<file path="config.mk">
export PLATFORM = sky130hd
export DESIGN_NAME = avg_sample_loader
export DESIGN_NICKNAME = d
export VERILOG_FILES = /design/src/rtl/avg_pkg.sv /design/src/rtl/avg_shift_window.sv /design/src/rtl/avg_sample_loader.sv
export SDC_FILE = /design/constraint.sdc
export NUM_CORES = 1
export LEC_CHECK = 0
export CELL_PAD_IN_SITES_DETAIL_PLACEMENT = 1
export CELL_PAD_IN_SITES_GLOBAL_PLACEMENT = 1
export CORE_MARGIN = 3
export CORE_UTILIZATION = 37
export CTS_CLUSTER_SIZE = 30
export DETAILED_ROUTE_END_ITERATION = 16
export PLACE_DENSITY_LB_ADDON = 0.25
export SETUP_SLACK_MARGIN = 0.05
export SKIP_LAST_GASP = 1
export SYNTH_ARGS = -nofsm -noshare
export SYNTH_HDL_FRONTEND = slang
export SYNTH_SLANG_ARGS = --single-unit
</file>
<file path="constraint.sdc">
create_clock -name Clk -period 2.6 [get_ports Clk]
set_input_delay 0.39 -clock Clk [delete_from_list [all_inputs] [get_ports Clk]]
set_output_delay 0.39 -clock Clk [all_outputs]
set_load 0.01 [all_outputs]
</file>
<file path="src/rtl/avg_pkg.sv">
// Shared types and constants for the averaging sample loader.
// Used by avg_shift_window and avg_sample_loader.
package avg_pkg;

    typedef enum logic {
        FILL = 1'b0,
        HOLD = 1'b1
    } state_t;

    localparam int NUM_SAMPLES   = 8;
    localparam int CNT_W         = 3;
    localparam int DEF_DATAWIDTH = 16;

endpackage

</file>
<file path="src/rtl/avg_shift_window.sv">
// Parameterised shift register, all taps visible.
// taps[0] is the oldest entry, taps[DEPTH-1] the newest.
module avg_shift_window
    import avg_pkg::*;
#(
    parameter int W     = DEF_DATAWIDTH,
    parameter int DEPTH = NUM_SAMPLES
) (
    input  logic                      clk,
    input  logic                      clr,
    input  logic                      en,
    input  logic [W-1:0]              din,
    output logic [DEPTH-1:0][W-1:0]   taps
);

    // shift towards the oldest slot; clear has priority
    always_ff @(posedge clk) begin
        if (clr) begin
            taps <= '0;
        end else if (en) begin
            taps <= {din, taps[DEPTH-1:1]};
        end
    end

endmodule

</file>
<file path="src/rtl/avg_sample_loader.sv">
// Serial-to-parallel window loader feeding the 8-input averager.
// Optional macro AVG_LOADER_SLIDING_EN selects sliding-window mode.
module avg_sample_loader
    import avg_pkg::*;
#(
    parameter int DATAWIDTH = DEF_DATAWIDTH,
    parameter int SHIFT_AMT = 1
) (
    input  logic                 Clk,
    input  logic                 Rst,
    input  logic [DATAWIDTH-1:0] in_data,
    input  logic                 in_valid,
    output logic                 in_ready,
    input  logic                 frame_ack,
    output logic [DATAWIDTH-1:0] a,
    output logic [DATAWIDTH-1:0] b,
    output logic [DATAWIDTH-1:0] c,
    output logic [DATAWIDTH-1:0] d,
    output logic [DATAWIDTH-1:0] e,
    output logic [DATAWIDTH-1:0] f,
    output logic [DATAWIDTH-1:0] g,
    output logic [DATAWIDTH-1:0] h,
    output logic [7:0]           sa,
    output logic                 frame_valid,
    output logic [7:0]           frame_cnt
);

    state_t                                state;
    state_t                                state_nxt;
    logic [CNT_W-1:0]                      cnt;
    logic [CNT_W-1:0]                      cnt_nxt;
    logic                                  fv_nxt;
    logic [7:0]                            fcnt_nxt;
    logic                                  acc;
    logic [NUM_SAMPLES-1:0][DATAWIDTH-1:0] taps;

    assign acc = in_valid & in_ready;
    assign sa  = 8'(SHIFT_AMT);

`ifdef AVG_LOADER_SLIDING_EN
    logic unused_ack;
    assign unused_ack = frame_ack;
`endif

    // state, fill count and frame status registers
    always_ff @(posedge Clk) begin
        if (Rst) begin
            state       <= FILL;
            cnt         <= '0;
            frame_valid <= 1'b0;
            frame_cnt   <= 8'd0;
        end else begin
            state       <= state_nxt;
            cnt         <= cnt_nxt;
            frame_valid <= fv_nxt;
            frame_cnt   <= fcnt_nxt;
        end
    end

    // next-state: count accepts, close a frame on the 8th
    always_comb begin
        state_nxt = state;
        cnt_nxt   = cnt;
        fcnt_nxt  = frame_cnt;
`ifdef AVG_LOADER_SLIDING_EN
        fv_nxt    = 1'b0;
`else
        fv_nxt    = frame_valid;
`endif
        unique case (state)
            FILL: begin
                if (acc) begin
                    cnt_nxt = cnt + CNT_W'(1);
                    if (cnt == CNT_W'(NUM_SAMPLES - 1)) begin
                        state_nxt = HOLD;
                        fv_nxt    = 1'b1;
                        fcnt_nxt  = frame_cnt + 8'd1;
                    end
                end
            end
            HOLD: begin
`ifdef AVG_LOADER_SLIDING_EN
                if (acc) begin
                    fv_nxt   = 1'b1;
                    fcnt_nxt = frame_cnt + 8'd1;
                end
`else
                if (frame_ack) begin
                    state_nxt = FILL;
                    fv_nxt    = 1'b0;
                end
`endif
            end
            default: state_nxt = FILL;
        endcase
    end

    // handshake output: never ready during reset
    always_comb begin
        in_ready = 1'b0;
        if (!Rst) begin
`ifdef AVG_LOADER_SLIDING_EN
            in_ready = 1'b1;
`else
            in_ready = (state == FILL);
`endif
        end
    end

    avg_shift_window #(
        .W     (DATAWIDTH),
        .DEPTH (NUM_SAMPLES)
    ) u_win (
        .clk  (Clk),
        .clr  (Rst),
        .en   (acc),
        .din  (in_data),
        .taps (taps)
    );

    assign a = taps[0];
    assign b = taps[1];
    assign c = taps[2];
    assign d = taps[3];
    assign e = taps[4];
    assign f = taps[5];
    assign g = taps[6];
    assign h = taps[7];

endmodule

</file>
==> results of run 1 <==
## logic make-up after synthesis
logic type | Yosys count
AND/OR/NAND/NOR | 282
flip-flops | 141
AO/OA/AOI/OAI | 140
buffers and inverters | 54
adder cells (fa/ha/maj) | 3
XOR/XNOR | 3
other | 2
multiplexers | 2
## Yosys cell counts (all sizes together)
master / number / area, um^2
nand4b: 1 / 8.76
nor4: 1 / 6.26
nand3: 1 / 5.00
or3: 2 / 12.5
buf: 25 / 214
ha: 3 / 37.5
nand3b: 1 / 20.0
nor3b: 1 / 18.8
clkbuf: 27 / 108
o21ai: 132 / 661
mux2i: 1 / 10.0
nand2b: 131 / 820
xnor2: 2 / 17.5
nand4: 1 / 6.26
dfxtp: 141 / 2820
a21oi: 6 / 30.0
o31ai: 2 / 15.0
inv: 2 / 7.51
or4: 2 / 15.0
nor2: 6 / 22.5
nor2b: 1 / 6.26
nand2: 134 / 503
conb: 2 / 7.51
mux2: 1 / 11.3
xor2: 1 / 8.76
## worst min path at each step
stage	startpoint	end	slack [ns]	depth (start not counted)
2_1_floorplan	cnt[1]$_SDFFE_PP0P_	cnt[1]$_SDFFE_PP0P_	0.45	2
3_3_place_gp	frame_valid$_SDFFE_PP0P_	frame_valid$_SDFFE_PP0P_	0.44	2
3_5_place_dp	u_win.taps[115]$_SDFFE_PP0P_	u_win.taps[99]$_SDFFE_PP0P_	0.46	2
4_1_cts	Rst	frame_cnt[1]$_SDFFE_PP0P_	0.45	2
5_1_grt	Rst	frame_cnt[1]$_SDFFE_PP0P_	0.47	2
6_report	Rst	frame_cnt[1]$_SDFFE_PP0P_	0.44	2
## critical path: stages, from the launching register on
cell and delay [ns]:
dfxtp_1 0.38, nor2_1 0.12, clkdlybuf4s50_1 0.54
## metal layers
| layer | routed length (um) | up-vias | part of all wire |
|---|---|---|---|
| met5 | 0 | - | 0 |
| met4 | 165 | 0 | 0.010 |
| met3 | 956 | 12 | 0.060 |
| met2 | 7710 | 108 | 0.49 |
| met1 | 6980 | 2200 | 0.44 |
| li1 | - | 2283 | - |
## where the power goes
part	internal (W)	switching, W	total [W]	leakage (nW)
clock network	0.00153	0.000871	0.00240	0.286
logic	0.000163	0.000158	0.000320	1.17
registers	0.00221	0.0000443	0.00225	1.14
## final cells by class
| class | count | area (um^2) | area share |
|---|---|---|---|
| clock buffer | 24 | 462 | 0.0609 |
| tap | 180 | 225 | 0.0297 |
| sequential | 141 | 2820 | 0.373 |
| multi-input combinational | 438 | 2260 | 0.299 |
| inverter | 2 | 7.51 | 0.000991 |
| clock inverter | 8 | 115 | 0.0152 |
| timing repair buffer | 165 | 1680 | 0.222 |
## state kept, by name, summed over array words and instances (netlist names)
| signal | count |
|---|---|
| state | 1 |
| frame_valid | 1 |
| cnt | 3 |
| u_win.taps | 128 |
| frame_cnt | 8 |
## per-stage QoR
step / total power (W) / util
final: 0.00497 / 0.537
after global routing: 0.00516 / 0.537
after CTS: 0.00503 / 0.537
after detailed placement: 0.00262 / 0.497
after global placement: 0.00261 / 0.497
after floorplan: 0.00247 / -
==> results by group, run 1 <==
Die
  – Die width: around 130 um
  – Rows: 43
  – Total die area: 0.0161 mm^2
  – Die height: 127 um
  – Floorplan core area: 0.0141 mm^2
  – Ports: 166
  – Starting Density: 0.383

Logic synthesis
  – Number of synthesis warnings: 0
  – Synth Instances: roughly 630
  – Sequential element share of the synthesized area: 0.523
  – Post-Syn Area per Cell: roughly 8.6 um^2
  – Synthesized area: 0.00539 mm^2
  – Largest family of logic cells by synthesized area: simple AND/OR/NAND/NOR gates
  – Synth Register Bits: 141
  – Multiplexer share of the synthesized area: 0.00394
  – Simple-Gate Fraction of Synth Area: 0.268
  – Netlist cell types: 29
  – Area share of xor/xnor cells in the synthesized design: 0.00487
  – Compound-Gate Fraction of Synth Area: 0.131
  – Adder-Cell Fraction of Synth Area: 0.00696

Timing
  – Worst Clk Skew: roughly 0.0064 ns
  – Slew Viols, Final: 0
  – Hold Violations, Final: 0
  – Slew Limit Headroom: 0.642
  – Min Hold Slack: 0.444 ns
  – Slew of the pin with the lowest slew margin: 0.538 ns
  – Unrepaired setup endpoints after global routing: no
  – Final worst-path cycle share: 0.707
  – Fmax: 544 MHz
  – Final setup violation count: 0
  – Post-route setup TNS: 0 ns
  – Post-layout minimum cycle time: 1.84 ns
  – PnR worst setup slack: 0.763 ns

GRT
  – Met2 GRT Util: 0.337
  – Initial antenna violation count: 0
  – Met3 usage: 0.0674
  – M1 GR Usage: 0.241
  – Vias in the first global route: 4919
  – Total track usage: 0.199
  – First-pass GRT wire length: 25600 um
  – Global route overflow: 0
  – Largest net degree at the start of global routing: 62
  – GRT Max-Usage Layer: met2

Critical path
  – Reg2reg start: cnt[0]$_SDFFE_PP0P_
  – Worst-path fanout max: 6
  – Critical Path Start: state$_SDFF_PP0_
  – Startpoint Class: flop
  – Worst EP required: 2.21 ns
  – Worst Reg2Reg Path Length in Cells: 5
  – Worst reg2reg endpoint: frame_cnt[6]$_SDFFE_PP0P_
  – Reg2reg setup slack: 0.89 ns
  – CP endpoint kind: output port
  – Crit path to: in_ready
  – Crit Path Class: reg2out
  – Arr. time, crit path: 1.45 ns

Place
  – Placed insts: 926
  – Pre-CTS WS: 0.505 ns
  – Placed Area: 0.00700 mm^2
  – I/O Buffers: 157
  – Post-DP HPWL: 10900 um
  – Placer Congestion: 0.812

Run status
  – Outcome: finished clean

Clock network
  – TritonCTS clock tree: done
  – H-tree depth: 4
  – CTS clk-pin slew, worst paths: 0.05 ns
  – CTS Root Buffer Type: clkbuf_16
  – Post-CTS Setup Bufs: 0
  – Clock tree buffer depth: 2
  – Cts-stage hold buffer count: 0
  – Post-cts sizing count: 0
  – CTS Buf Count: 17
  – Clk_lat worst skew: between 0.4 and 0.5 ns
  – Clock sinks: between 100 and 150

Routing
  – Vias: 4603
  – DRT iter0 DRCs: approximately 170
  – Total wire length: about 16000 um
  – Drt wl/cell: 16.5 um
  – Routed Antenna Nets: 0
  – Pre-antenna DRT Iters: 4
  – Vias per cell: around 4.8
  – DR DRC count: 0

Min path
  – HP Class: in2reg

Layout
  – Diodes inserted: 0
  – Post-route cell area: 0.00758 mm^2
  – Most common cell after layout, fill and taps aside: clkdlybuf4s50_1
  – Layout cells sized above 1: 0.0488
  – Final std cells w/o fill: 958
  – Final #Nets: between 700 and 800
  – Most frequent cells in the layout: clkdlybuf4s50_1 (156), dfxtp_1 (141), nand2_1 (134), nand2b_1 (131), o21ai_0 (108)
  – Area Overhead vs Synth: 40.5%
  – Layout fillers: 1640

Power
  – Worst vdd ir: 0.000558 V
  – Leakage power: 2.60 nW
  – Pwr per Cell Area: 656 mW/mm^2

Flow run
  – # Max-Cap Violations: 0
Note: power is estimated with default switching activity, not from simulation.
==> run 2: changes to the inputs <==
- CORE_UTILIZATION: 37 -> 34
- clock period: 2.6 -> 1.7 ns (I/O delays scaled with it)
==> run 2 against run 1 <==
Against the previous run:
- clock-buffer cell count shrank 4
- power grew 55%
- critical path depth shrank 1
- via count shrank 0.72%
- largest cell class unchanged
- setup slack lost 0.67 ns
- hold slack lost 0.064 ns
- register-to-register slack lost 0.79 ns
==> results by group, run 2 (synthesized netlist as in run 1, its figures left out) <==
Timing
  – Slew of the pin with the lowest slew margin: 0.631 ns (was 0.538 ns)
  – Slew Limit Headroom: 0.580 (was 0.642)
  – Hold Violations, Final: 0 (unchanged)
  – PnR worst setup slack: 0.0945 ns (was 0.763 ns)
  – Post-route setup TNS: 0 ns (unchanged)
  – Final setup violation count: 0 (unchanged)
  – Unrepaired setup endpoints after global routing: yes (was no)
  – Worst Clk Skew: 0.00654 ns (was 0.00643 ns)
  – Fmax: 623 MHz
  – Slew Viols, Final: 0 (unchanged)
  – Post-layout minimum cycle time: between 1.5 and 2 ns
  – Final worst-path cycle share: 0.944

Die
  – Die width: 132 um (was 127 um)
  – Total die area: 0.0174 mm^2 (was 0.0161 mm^2)
  – Ports: 166 (unchanged)
  – Floorplan core area: 0.0154 mm^2 (was 0.0141 mm^2)
  – Rows: 45 (was 43)
  – Starting Density: 0.351 (was 0.383)
  – Die height: 132 um (was 127 um)

Routing
  – Total wire length: 15500 um (was 15800 um)
  – Drt wl/cell: 15.6 um (was 16.5 um)
  – DR DRC count: 0 (unchanged)
  – Pre-antenna DRT Iters: 4 (unchanged)
  – DRT iter0 DRCs: 176 (was 172)
  – Vias per cell: 4.58 (was 4.80)
  – Routed Antenna Nets: 0 (unchanged)
  – Vias: 4570 (was 4603)

Critical path
  – Reg2reg start: cnt[0]$_SDFFE_PP0P_ (unchanged)
  – Crit Path Class: reg2out (unchanged)
  – Worst EP required: 1.44 ns (was 2.21 ns)
  – CP Cell Sequence: clkdlybuf4s50_1 (was nor2_1, clkdlybuf4s50_1)
  – Critical Path Start: u_win.taps[126]$_SDFFE_PP0P_ (was state$_SDFF_PP0_)
  – Worst-path fanout max: 3 (was 6)
  – Arr. time, crit path: 1.35 ns (was 1.45 ns)
  – Worst reg2reg endpoint: frame_cnt[7]$_SDFFE_PP0P_ (was frame_cnt[6]$_SDFFE_PP0P_)
  – Startpoint Class: flop (unchanged)
  – Slowest-stage cell, CP: clkdlybuf4s50_1 (unchanged)
  – CP Buf/Inv Count: 1 (unchanged)
  – Critical path depth: 1 (was 2)
  – Max incr delay on CP: 0.56 ns (was 0.54 ns)
  – CP endpoint kind: output port (unchanged)
  – Reg2reg setup slack: 0.10 ns (was 0.89 ns)
  – Worst Reg2Reg Path Length in Cells: 5 (unchanged)
  – Crit path to: h[14] (was in_ready)
  – CP delay by family, top: buffers and inverters (unchanged)

Min path
  – HP Class: in2reg (unchanged)

Layout
  – Layout cells sized above 1: 0.0738 (was 0.0488)
  – Most frequent cells in the layout: dfxtp_1 (140), nand2_1 (134), nand2b_1 (131), o21ai_0 (108), clkdlybuf4s50_1 (98) (was clkdlybuf4s50_1 (156), dfxtp_1 (141), nand2_1 (134), nand2b_1 (131), o21ai_0 (108))
  – Area Overhead vs Synth: 45.1% (was 40.5%)
  – Most common cell after layout, fill and taps aside: dfxtp_1 (was clkdlybuf4s50_1)
  – Regs by FF count: u_win.taps x128, frame_cnt x8, cnt x3 (unchanged)
  – Diodes inserted: 0 (unchanged)
  – Final std cells w/o fill: 997 (was 958)
  – Max FFs per register: 128 (unchanged)
  – Final #Nets: 796 (was 788)
  – Final Util: 0.509 (was 0.537)
  – Biggest register: u_win.taps (unchanged)

Place
  – Placed insts: 965 (was 926)
  – Placer Congestion: 0.793 (was 0.812)
  – I/O Buffers: 157 (unchanged)
  – Pre-CTS WS: -0.0833 ns (was 0.505 ns)
  – Post-DP HPWL: 10800 um (was 10900 um)

Clock network
  – Clk_lat worst skew: 0.41 ns (about the same)
  – CTS clk-pin slew, worst paths: 0.06 ns (was 0.05 ns)
  – Cts-stage hold buffer count: 0 (unchanged)
  – Clock tree buffer depth: 2 (unchanged)
  – CTS Buf Count: 17 (unchanged)
  – CTS Root Buffer Type: clkbuf_16 (unchanged)
  – H-tree depth: 4 (unchanged)
  – TritonCTS clock tree: done (unchanged)
  – Clock sinks: 141 (unchanged)

GRT
  – Global route overflow: 0 (unchanged)
  – Largest net degree at the start of global routing: 83 (was 62)
  – Total track usage: 0.176 (was 0.199)
  – First-pass GRT wire length: 24800 um (was 25600 um)
  – Initial antenna violation count: 0 (unchanged)
  – Vias in the first global route: 4652 (was 4919)

Power
  – Switching share of power: 0.217 (was 0.216)
  – Design Power: 0.00771 W (was 0.00497 W)
  – Int Power: 0.00603 W (was 0.00390 W)
  – Comb pwr share: 0.064 (about the same)
  – Pwr per Cell Area: 985 mW/mm^2 (was 656 mW/mm^2)
  – Clk pwr share: 0.490 (was 0.482)
  – Switch Pwr: 0.00168 W (was 0.00107 W)
  – Leakage power: 3.40 nW (was 2.60 nW)
  – Part of the power in registers: 0.446 (was 0.453)
  – Worst vdd ir: 0.000756 V (was 0.000558 V)

Run status
  – Outcome: finished clean (unchanged)

Flow run
  – # Max-Cap Violations: 0 (unchanged)
run 2: area by class of cell:
class                   instances  area [um^2]
fillers                      1750         7540
flip-flops and latches        141         2820
multi-input cells             438         2300
repair buffers                173         1820
clock buffers                  20          467
well taps                     211          264
clock inverters                12          143
inverters                       2         7.51
run 2: layer usage:
metal | GRT usage | routed length, um | up-vias | share of wire
met2 | 0.301 | 7690 | 98 | 0.49
li1 | - | - | 2295 | -
met3 | 0.0557 | 829 | 17 | 0.053
met1 | 0.208 | 6790 | 2160 | 0.44
met5 | 0 | 0 | - | 0
met4 | 0.0595 | 231 | 0 | 0.015
run 2: how the worst min path moves through the flow:
stage | startpoint | endpoint | depth (start not counted)
after floorplan | in_data[7] | u_win.taps[119]$_SDFFE_PP0P_ | 2
after global placement | u_win.taps[112]$_SDFFE_PP0P_ | u_win.taps[96]$_SDFFE_PP0P_ | 2
after detailed placement | u_win.taps[15]$_SDFFE_PP0P_ | u_win.taps[15]$_SDFFE_PP0P_ | 2
after CTS | in_data[4] | u_win.taps[116]$_SDFFE_PP0P_ | 3
after global routing | in_data[2] | u_win.taps[114]$_SDFFE_PP0P_ | 3
final | Rst | u_win.taps[91]$_SDFFE_PP0P_ | 5
run 2: through the flow:
stage	hold slack [ns]	cell area (um^2)
finish	0.380	7830
detailed placement	0.468	7120
global placement	0.454	7120
floorplan	0.364	5420
CTS	0.364	7710
global route	0.380	7830
run 2: repair_timing:
item	CTS	global route
setup buffers	0	0
setup endpoints to repair	26	39
resized for setup	26	40
endpoints found under the hold margin	0	0
run 2: power groups by stage:
stage               Clock, W  Sequential, W  Combinational [W]
floorplan                  0        0.00353           0.000257
global placement           0        0.00351           0.000500
detailed placement         0        0.00351           0.000512
CTS                  0.00387        0.00344           0.000506
global route         0.00401        0.00345           0.000544
finish               0.00377        0.00344           0.000496
==> run 3: changes to the inputs <==
- CTS_CLUSTER_SIZE: 30 -> not set
- PLACE_DENSITY_LB_ADDON: 0.25 -> 0.1
==> run 3 against run 2 <==
Against the previous run:
- flip-flop and latch count did not move
- hold slack worse by 0.30 ns
- core utilization up 0.38 points
- die area unchanged
- clock power is 5% higher
- via count is 1.5% higher
- critical path type unchanged
- power up 2.2%
- register-to-register slack better by 0.05 ns
- sequential share of layout area shrank 0.13 points
- critical path depth unchanged
- non-clock buffer count grew 3
- sequential power is essentially flat
==> results by group, run 3 (synthesized netlist as in run 1, its figures left out) <==
Clock network
  – TritonCTS clock tree: done (unchanged)
  – CTS clk-pin slew, worst paths: 0.05 ns (was 0.06 ns)
  – Cts-stage hold buffer count: 0 (unchanged)
  – Clk_lat worst skew: 0.42 ns (was 0.41 ns)
  – Clock sinks: 141 (unchanged)
  – CTS Root Buffer Type: clkbuf_16 (unchanged)
  – Clock tree buffer depth: 2 (unchanged)
  – H-tree depth: 4 (unchanged)
  – CTS Buf Count: 17 (unchanged)

Routing
  – Routed Antenna Nets: 0 (unchanged)
  – DRT iter0 DRCs: 182 (was 176)
  – Total wire length: 15600 um (was 15500 um)
  – Vias per cell: 4.64 (was 4.58)
  – Drt wl/cell: 15.6 um (about the same)
  – Vias: 4637 (was 4570)
  – Pre-antenna DRT Iters: 4 (unchanged)
  – DR DRC count: 0 (unchanged)

Critical path
  – Slowest-stage cell, CP: clkdlybuf4s50_1 (unchanged)
  – Crit Path Class: reg2out (unchanged)
  – Worst-path fanout max: 3 (unchanged)
  – Reg2reg start: cnt[1]$_SDFFE_PP0P_ (was cnt[0]$_SDFFE_PP0P_)
  – CP delay by family, top: buffers and inverters (unchanged)
  – Critical path depth: 1 (unchanged)
  – Startpoint Class: flop (unchanged)
  – CP endpoint kind: output port (unchanged)
  – Arr. time, crit path: 1.36 ns (was 1.35 ns)
  – Max incr delay on CP: 0.56 ns (about the same)
  – Worst EP required: 1.44 ns (about the same)
  – Reg2reg setup slack: 0.15 ns (was 0.10 ns)
  – Worst reg2reg endpoint: frame_cnt[7]$_SDFFE_PP0P_ (unchanged)
  – CP Buf/Inv Count: 1 (unchanged)
  – Worst Reg2Reg Path Length in Cells: 5 (unchanged)
  – CP Cell Sequence: clkdlybuf4s50_1 (unchanged)

GRT
  – First-pass GRT wire length: 25100 um (was 24800 um)
  – Largest net degree at the start of global routing: 142 (was 83)
  – Global route overflow: 0 (unchanged)
  – Initial antenna violation count: 0 (unchanged)
  – Vias in the first global route: 4774 (was 4652)
  – Total track usage: 0.179 (was 0.176)

Timing
  – Final worst-path cycle share: 0.949 (was 0.944)
  – Post-layout minimum cycle time: 1.61 ns (about the same)
  – Worst Clk Skew: 0.00810 ns (was 0.00654 ns)
  – Fmax: 620 MHz (was 623 MHz)
  – Unrepaired setup endpoints after global routing: no (was yes)
  – Min Hold Slack: 0.0816 ns (was 0.380 ns)
  – Slew Viols, Final: 0 (unchanged)
  – Final setup violation count: 0 (unchanged)
  – Hold Violations, Final: 0 (unchanged)

Die
  – Rows: 45 (unchanged)
  – Ports: 166 (unchanged)
  – Die width: 132 um (unchanged)
  – Total die area: 0.0174 mm^2 (unchanged)
  – Starting Density: 0.351 (unchanged)
  – Die height: 132 um (unchanged)
  – Floorplan core area: 0.0154 mm^2 (unchanged)

Power
  – Int Power: 0.00622 W (was 0.00603 W)
  – Switch Pwr: 0.00166 W (was 0.00168 W)
  – Leakage power: 3.48 nW (was 3.40 nW)
  – Comb pwr share: 0.063 (was 0.064)
  – Pwr per Cell Area: 999 mW/mm^2 (was 985 mW/mm^2)
  – Worst vdd ir: 0.000821 V (was 0.000756 V)
  – Clk pwr share: 0.500 (was 0.490)
  – Switching share of power: 0.211 (was 0.217)
  – Part of the power in registers: 0.437 (was 0.446)
  – Design Power: 0.00788 W (was 0.00771 W)

Place
  – Placer Congestion: 0.756 (was 0.793)
  – I/O Buffers: 157 (unchanged)
  – Placed Area: 0.00715 mm^2 (was 0.00712 mm^2)
  – Placed insts: 968 (was 965)
  – Post-DP HPWL: 10800 um (about the same)

Min path
  – HP Start: Rst (unchanged)
  – Hold path depth: 2 (was 5)
  – HP Class: in2reg (unchanged)
  – Hold Path Sink: frame_valid$_SDFFE_PP0P_ (was u_win.taps[91]$_SDFFE_PP0P_)

Layout
  – Max FFs per register: 128 (unchanged)
  – Regs by FF count: u_win.taps x128, frame_cnt x8, cnt x3 (unchanged)
  – Final std cells w/o fill: 1000 (was 997)
  – Most frequent cells in the layout: nand2_1 (134), nand2b_1 (131), dfxtp_1 (131), o21ai_0 (108), clkdlybuf4s50_1 (97) (was dfxtp_1 (140), nand2_1 (134), nand2b_1 (131), o21ai_0 (108), clkdlybuf4s50_1 (98))
  – Biggest register: u_win.taps (unchanged)
  – Final #Nets: 799 (was 796)
  – Area Overhead vs Synth: 46.2% (was 45.1%)
  – Post-route cell area: 0.00789 mm^2 (was 0.00783 mm^2)
  – Most common cell after layout, fill and taps aside: nand2_1 (was dfxtp_1)
  – Diodes inserted: 0 (unchanged)
  – Layout cells sized above 1: 0.0798 (was 0.0738)

Run status
  – Outcome: finished clean (unchanged)

Flow run
  – # Max-Cap Violations: 0 (unchanged)
run 3: cell count changes in the layout (fill, tap and decap cells not counted), sizes merged:
cell	change
clkbuf	+8
clkinv	-6
buf	+3
dlymetal6s2s	+3
clkinvlp	-2
dlygate4sd2	-2
clkdlybuf4s50	-1
run 3: metrics by stage:
| step | TNS (ns) | worst slack [ns] | util |
|---|---|---|---|
| 5_1_grt | 0 | 0.0502 | 0.513 |
| 4_1_cts | 0 | 0.0307 | 0.505 |
| 3_3_place_gp | -1.74 | -0.0978 | 0.465 |
| 6_report | 0 | 0.0869 | 0.513 |
| 3_5_place_dp | -1.84 | -0.110 | 0.465 |
| 2_1_floorplan | 0 | 0.156 | - |
run 3: power by group through the flow:
| stage | Clock (W) | Combinational, W | Sequential (W) |
|---|---|---|---|
| after detailed placement | 0 | 0.000511 | 0.00352 |
| after global routing | 0.00416 | 0.000542 | 0.00346 |
| after global placement | 0 | 0.000501 | 0.00352 |
| after CTS | 0.00402 | 0.000506 | 0.00345 |
| after floorplan | 0 | 0.000257 | 0.00353 |
| final | 0.00394 | 0.000493 | 0.00345 |
run 3: what timing repair did:
action                                  4_1_cts  5_1_grt
setup buffers                                 0        0
endpoints found under the setup margin       30       43
gates resized for setup                      30       43
run 3: layout make-up:
class / count / area [um^2]
fillers: 1774 / 7490
flip-flops and latches: 141 / 2840
multi-input cells: 438 / 2290
repair buffers: 176 / 1850
clock buffers: 28 / 537
well taps: 211 / 264
clock inverters: 4 / 97.6
inverters: 2 / 7.51
run 3: how the worst max path moves through the flow:
stage	startpoint	to	slack (ns)
2_1_floorplan	cnt[0]$_SDFFE_PP0P_	frame_cnt[7]$_SDFFE_PP0P_	0.16
3_3_place_gp	in_valid	u_win.taps[91]$_SDFFE_PP0P_	-0.1
3_5_place_dp	in_valid	u_win.taps[91]$_SDFFE_PP0P_	-0.11
4_1_cts	u_win.taps[103]$_SDFFE_PP0P_	g[7]	0.03
5_1_grt	u_win.taps[20]$_SDFFE_PP0P_	b[4]	0.05
6_report	u_win.taps[109]$_SDFFE_PP0P_	g[13]	0.09
run 3: metal layers:
metal | vias up | track usage | routed length, um
met5 | - | 0 | 0
met4 | 0 | 0.0595 | 202
met3 | 16 | 0.0527 | 772
met2 | 108 | 0.297 | 7490
met1 | 2203 | 0.222 | 7110
li1 | 2310 | - | -
